`src/rtl/logic_gate_unit_if.sv`:
```
// Handshake/operand bus for logic_gate_unit: upstream operand channel plus downstream result channel.
interface logic_gate_unit_if #(
    parameter int unsigned WIDTH = 8
);
    logic             in_valid;
    logic             in_ready;
    logic [2:0]       op;
    logic             acc_en;
    logic [WIDTH-1:0] in0;
    logic [WIDTH-1:0] in1;
    logic             out_valid;
    logic             out_ready;
    logic [WIDTH-1:0] out;

    modport master (
        output in_valid, op, acc_en, in0, in1, out_ready,
        input  in_ready, out_valid, out
    );

    modport slave (
        input  in_valid, op, acc_en, in0, in1, out_ready,
        output in_ready, out_valid, out
    );
endinterface

```
`src/rtl/logic_gate_unit.sv`:
```
// Registered WIDTH-bit bitwise logic stage with accumulator and wrapping transaction counter.
// Optional result flags (out_zero, out_parity) enabled by defining LOGIC_GATE_UNIT_FLAGS_EN.
module logic_gate_unit #(
    parameter int unsigned WIDTH = 8,
    parameter int unsigned CNT_W = 8
) (
    input  logic               clk,
    input  logic               rst,
    logic_gate_unit_if.slave   bus,
    input  logic               acc_clr,
    output logic [WIDTH-1:0]   acc,
    output logic [CNT_W-1:0]   txn_cnt
`ifdef LOGIC_GATE_UNIT_FLAGS_EN
    ,
    output logic               out_zero,
    output logic               out_parity
`endif
);

    typedef enum logic [2:0] {
        OP_NAND  = 3'd0,
        OP_AND   = 3'd1,
        OP_OR    = 3'd2,
        OP_NOR   = 3'd3,
        OP_XOR   = 3'd4,
        OP_XNOR  = 3'd5,
        OP_NOTA  = 3'd6,
        OP_PASSB = 3'd7
    } op_e;

    logic             out_valid_q;
    logic [WIDTH-1:0] out_q;
    logic [WIDTH-1:0] acc_q;
    logic [CNT_W-1:0] cnt_q;
    logic             accept;
    logic             deliver;
    logic [WIDTH-1:0] opa;
    logic [WIDTH-1:0] opb;
    logic [WIDTH-1:0] result;

    assign bus.in_ready  = !out_valid_q | bus.out_ready;
    assign bus.out_valid = out_valid_q;
    assign bus.out       = out_q;
    assign acc           = acc_q;
    assign txn_cnt       = cnt_q;

    assign accept  = bus.in_valid & bus.in_ready;
    assign deliver = out_valid_q & bus.out_ready;

    // A same-cycle clear overrides the stored accumulator as operand A.
    always_comb begin
        opa = bus.in0;
        if (bus.acc_en) begin
            opa = acc_clr ? '0 : acc_q;
        end
        opb = bus.in1;
    end

    always_comb begin
        result = '0;
        case (op_e'(bus.op))
            OP_NAND:  result = ~(opa & opb);
            OP_AND:   result = opa & opb;
            OP_OR:    result = opa | opb;
            OP_NOR:   result = ~(opa | opb);
            OP_XOR:   result = opa ^ opb;
            OP_XNOR:  result = ~(opa ^ opb);
            OP_NOTA:  result = ~opa;
            default:  result = opb;
        endcase
    end

    always_ff @(posedge clk) begin
        if (rst) begin
            out_valid_q <= 1'b0;
            out_q       <= '0;
            cnt_q       <= '0;
        end else if (accept) begin
            out_valid_q <= 1'b1;
            out_q       <= result;
            cnt_q       <= cnt_q + 1'b1;
        end else if (deliver) begin
            out_valid_q <= 1'b0;
        end
    end

    always_ff @(posedge clk) begin
        if (rst) begin
            acc_q <= '0;
        end else if (accept && bus.acc_en) begin
            acc_q <= result;
        end else if (acc_clr) begin
            acc_q <= '0;
        end
    end

`ifdef LOGIC_GATE_UNIT_FLAGS_EN
    logic zero_q;
    logic parity_q;

    assign out_zero   = zero_q;
    assign out_parity = parity_q;

    always_ff @(posedge clk) begin
        if (rst) begin
            zero_q   <= 1'b0;
            parity_q <= 1'b0;
        end else if (accept) begin
            zero_q   <= (result == '0);
            parity_q <= ^result;
        end
    end
`endif

endmodule

```
`src/flat_wrapper.sv`:
```
// flat-port wrapper written by rule: the top's interface ports become plain ports
module logic_gate_unit_flat 
#(
    parameter int unsigned WIDTH = 8,
    parameter int unsigned CNT_W = 8
)
  (clk, rst, acc_clr, acc, txn_cnt, bus_in_valid, bus_op, bus_acc_en, bus_in0, bus_in1, bus_out_ready, bus_in_ready, bus_out_valid, bus_out);
  logic_gate_unit_if #(.WIDTH(WIDTH)) bus_i ();
  input  logic clk;
  input  logic rst;
  input  logic acc_clr;
  output logic [WIDTH-1:0] acc;
  output logic [CNT_W-1:0] txn_cnt;
  input wire logic [$bits(bus_i.in_valid)-1:0] bus_in_valid;
  input wire logic [$bits(bus_i.op)-1:0] bus_op;
  input wire logic [$bits(bus_i.acc_en)-1:0] bus_acc_en;
  input wire logic [$bits(bus_i.in0)-1:0] bus_in0;
  input wire logic [$bits(bus_i.in1)-1:0] bus_in1;
  input wire logic [$bits(bus_i.out_ready)-1:0] bus_out_ready;
  output wire logic [$bits(bus_i.in_ready)-1:0] bus_in_ready;
  output wire logic [$bits(bus_i.out_valid)-1:0] bus_out_valid;
  output wire logic [$bits(bus_i.out)-1:0] bus_out;
  assign bus_i.in_valid = bus_in_valid;
  assign bus_i.op = bus_op;
  assign bus_i.acc_en = bus_acc_en;
  assign bus_i.in0 = bus_in0;
  assign bus_i.in1 = bus_in1;
  assign bus_i.out_ready = bus_out_ready;
  assign bus_in_ready = bus_i.in_ready;
  assign bus_out_valid = bus_i.out_valid;
  assign bus_out = bus_i.out;
  logic_gate_unit #(.WIDTH(WIDTH), .CNT_W(CNT_W)) u_core (.clk(clk), .rst(rst), .bus(bus_i), .acc_clr(acc_clr), .acc(acc), .txn_cnt(txn_cnt));
endmodule
```
`config.mk`:
```
export PLATFORM = sky130hd
export DESIGN_NAME = logic_gate_unit_flat
export DESIGN_NICKNAME = d
export VERILOG_FILES = /design/src/rtl/logic_gate_unit_if.sv /design/src/rtl/logic_gate_unit.sv /design/src/flat_wrapper.sv
export SDC_FILE = /design/constraint.sdc
export NUM_CORES = 1
export LEC_CHECK = 0
export BUFFER_PORTS_ARGS = -buffer_cell sky130_fd_sc_hd__buf_2
export CAP_MARGIN = 20
export CORE_MARGIN = 4
export CORE_UTILIZATION = 40
export DETAILED_ROUTE_END_ITERATION = 10
export PLACE_DENSITY = 0.62
export SLEW_MARGIN = 40
export SYNTH_ARGS = -nofsm -noshare
export SYNTH_HDL_FRONTEND = slang
export SYNTH_SLANG_ARGS = --single-unit
```
`constraint.sdc`:
```
create_clock -name clk -period 5.86 [get_ports clk]
set_clock_uncertainty 0.05 [all_clocks]
set_input_delay 0.879 -clock clk [delete_from_list [all_inputs] [get_ports clk]]
set_output_delay 0.879 -clock clk [all_outputs]
set_load 0.01 [all_outputs]
```
==> flow_metrics.env <==
export IMPL_outcome="completed"
export IMPL_coreArea_sq_um=4720
export IMPL_num_vias=1781
export IMPL_grt_use_total_pct=14.6
export IMPL_num_fill_cells=469
export IMPL_synth_edf_count=0
export IMPL_clockBufferDepth=2
export IMPL_drc_errors=0
export IMPL_synth_area_per_cell_sq_um=7.96
export IMPL_numCtsBuffers=3
export IMPL_critPathLaunchType="primary input"
export IMPL_io_pins=51
export IMPL_yosysUniqueCellTypes=39
export IMPL_post_cts_setup_buffers=0
export IMPL_critical_path_required_ps=5990
export IMPL_hold_class="reg -> reg"
export IMPL_die_area_sq_um=6030
export IMPL_path_max_fanout=20
export IMPL_antenna_found_initial=0
export IMPL_htree_levels=1
export IMPL_netlist_instances=244
export IMPL_ys_ff_latch=25
export IMPL_path_clk_slew_ps=90
export IMPL_drtIter0Drc=110
export IMPL_syn_num_nets=286
export IMPL_gp_congestion=0.768
export IMPL_synth_ff_type="dfxtp_1"
export IMPL_cts_root_buf="clkbuf_8"
export IMPL_place_area_sq_um=2180
export IMPL_grt_pass1_wl_mm=7.42
export IMPL_cts_tree="built"
export IMPL_areaGrowthSynthToFinish_pct=14.7
export IMPL_setup_tns_ps=0
export IMPL_gr_total_overflow=0
export IMPL_post_drt_wl_per_cell_um=12.6
export IMPL_slew_headroom_pct=59.9
export IMPL_port_buffers=50
export IMPL_netlist_area_sq_um=1940
export IMPL_ant_nets=0
export IMPL_layout_drive_gt1_share_pct=20.6
export IMPL_fmax_mhz=378
export IMPL_via_per_inst=5.10
export IMPL_finalPower_uw=394
export IMPL_die_y_um=77.7
export IMPL_final_cells=349
export IMPL_maxCapViolations=0
export IMPL_yosysWarnings=0
export IMPL_fp_dieW_um=77.7
export IMPL_clk_latency_ps=260
export IMPL_grt_pass1_vias=1544
export IMPL_cts_sinks=25
export IMPL_setup_viol=0
export IMPL_grt_max_degree=32
export IMPL_rsz0062_at_grt="false"
export IMPL_hold_viol_final=0
export IMPL_drv_slew=0
export IMPL_place_hpwl_mm=3.46
export IMPL_ctsResizeCount=0
export IMPL_fin_nets=325
export IMPL_drt_total_wl_mm=4.39
export IMPL_p_leak_nw=1.06
export IMPL_ys_seq_area_share_pct=25.8
export IMPL_hold_buffers=0
export IMPL_design_area_sq_um=2230
export IMPL_path_class="in -> reg"
export IMPL_drtPass1Iterations=4
export IMPL_max_vdd_ir_drop_v=0.0000797
export IMPL_placed_cells=345
export IMPL_async_reset_ff_share_pct=0
export IMPL_start_util_pct=41.1
export IMPL_endpoint_kind="register"
export IMPL_period_minus_slack_ps=2650
export IMPL_n_antenna_cell=0
export IMPL_finalCritPeriodShare_pct=45.2
export IMPL_std_cell_rows=25
export IMPL_power_density_nw_per_um2=177
export IMPL_worst_pin_slew_ps=593
export IMPL_arrival_ps=2780
## worst max-delay path, stage by stage
cell	delay, ps
buf_2	300
mux2i_1	340
inv_1	70
ha_1	170
and2b_1	150
o32ai_1	230
mux2_2	380
a311oi_1	250
## stage by stage
| stage | util, % | hold WS, ps | setup WS, ps |
|---|---|---|---|
| floorplan | - | 446 | 3020 |
| global placement | 46.2 | 418 | 3000 |
| detailed placement | 46.2 | 427 | 2890 |
| CTS | 47.2 | 440 | 3190 |
| global route | 47.2 | 467 | 3040 |
| finish | 47.2 | 434 | 3210 |
## power breakdown
group / switching, mW / internal [mW]
Clock: 0.0538 / 0.0475
Combinational: 0.0614 / 0.0459
Sequential: 0.00592 / 0.180
Total: 0.121 / 0.273
## final cells by class
cell class / count / area (sq um) / share of cell area [%]
Inverter: 21 / 78.8 / 3.54
Clock buffer: 3 / 41.3 / 1.85
Clock inverter: 1 / 5.00 / 0.225
Sequential cell: 25 / 500 / 22.5
Tap cell: 67 / 83.8 / 3.76
Multi-Input combinational cell: 182 / 1270 / 56.9
Timing Repair Buffer: 50 / 250 / 11.2
## kinds of logic (layout without fill, tap and decap cells)
family / count (synthesis) / after routing / synth area share [%]
AO/OA/AOI/OAI: 61 / 61 / 22.3
XOR/XNOR: 7 / 7 / 3.16
adder cells (fa/ha/maj): 17 / 17 / 11.0
buffers and inverters: 37 / 75 / 8.96
flip-flops: 25 / 25 / 25.8
multiplexers: 6 / 6 / 3.16
AND/OR/NAND/NOR: 91 / 91 / 25.7
## cells in the mapped netlist, types with 3 or more instances
| cell type | instances | area share, % |
|---|---|---|
| a21o_1 | 5 | 1.9 |
| buf_2 | 9 | 2.3 |
| a311oi_1 | 12 | 5.4 |
| dfxtp_1 | 25 | 26 |
| a211oi_1 | 5 | 1.9 |
| nor2_1 | 24 | 4.6 |
| buf_6 | 3 | 1.7 |
| a21oi_1 | 9 | 2.3 |
| inv_1 | 20 | 3.9 |
| or3_1 | 4 | 1.3 |
| nor2b_1 | 20 | 6.4 |
| and2_1 | 3 | 0.97 |
| ha_1 | 17 | 11 |
| nand2b_1 | 10 | 3.2 |
| mux2i_1 | 5 | 2.6 |
| nand4_1 | 3 | 0.97 |
| nand2_1 | 9 | 1.7 |
| xnor2_1 | 3 | 1.4 |
| o21ai_0 | 13 | 3.4 |
| o311ai_0 | 3 | 1.4 |
| clkbuf_1 | 3 | 0.58 |
| and2b_1 | 4 | 1.5 |
| o31ai_1 | 3 | 1.2 |
| xor2_1 | 4 | 1.8 |
| and3_1 | 6 | 1.9 |
## flip-flops by register name (all words and copies together) (netlist names)
name                  cells
u_core.txn_cnt            8
u_core.acc                8
u_core.bus.out_valid      1
u_core.bus.out            8
## worst paths after layout
kind | slack, ps | depth (start not counted) | endpoint | startpoint
worst min register to register | 430 | 2 | u_core.txn_cnt[7] | u_core.txn_cnt[7]
worst max register to register | 3740 | 8 | u_core.acc[5] | u_core.acc[5]
worst max-delay path | 3210 | 8 | u_core.acc[7] | bus_acc_en
worst min-delay path | 430 | 2 | u_core.txn_cnt[7] | u_core.txn_cnt[7]
## layout by cell type, fill, tap and decap left out, types with 3 or more instances in the layout
cell type and instances:
buf_2 50, dfxtp_1 25, nor2_1 24, inv_1 20, nor2b_1 20, ha_1 17
o21ai_0 13, a311oi_1 12, nand2b_1 10, nand2_1 9, a21oi_1 9, and3_1 6
mux2i_1 5, a21o_1 5, a211oi_1 5, and2b_1 4, or3_1 4, xor2_1 4
and2_1 3, nand4_1 3, xnor2_1 3, o311ai_0 3, o31ai_1 3, clkbuf_8 3
## per-layer routing
metal	track usage, %	up-vias	part of all wire, %
met2	22.3	52	44
li1	-	940	-
met1	21.6	785	50
met3	0.928	4	4.9
met5	0	-	0
met4	4.45	0	1.2
No activity file was read; power rests on OpenSTA's default activity.
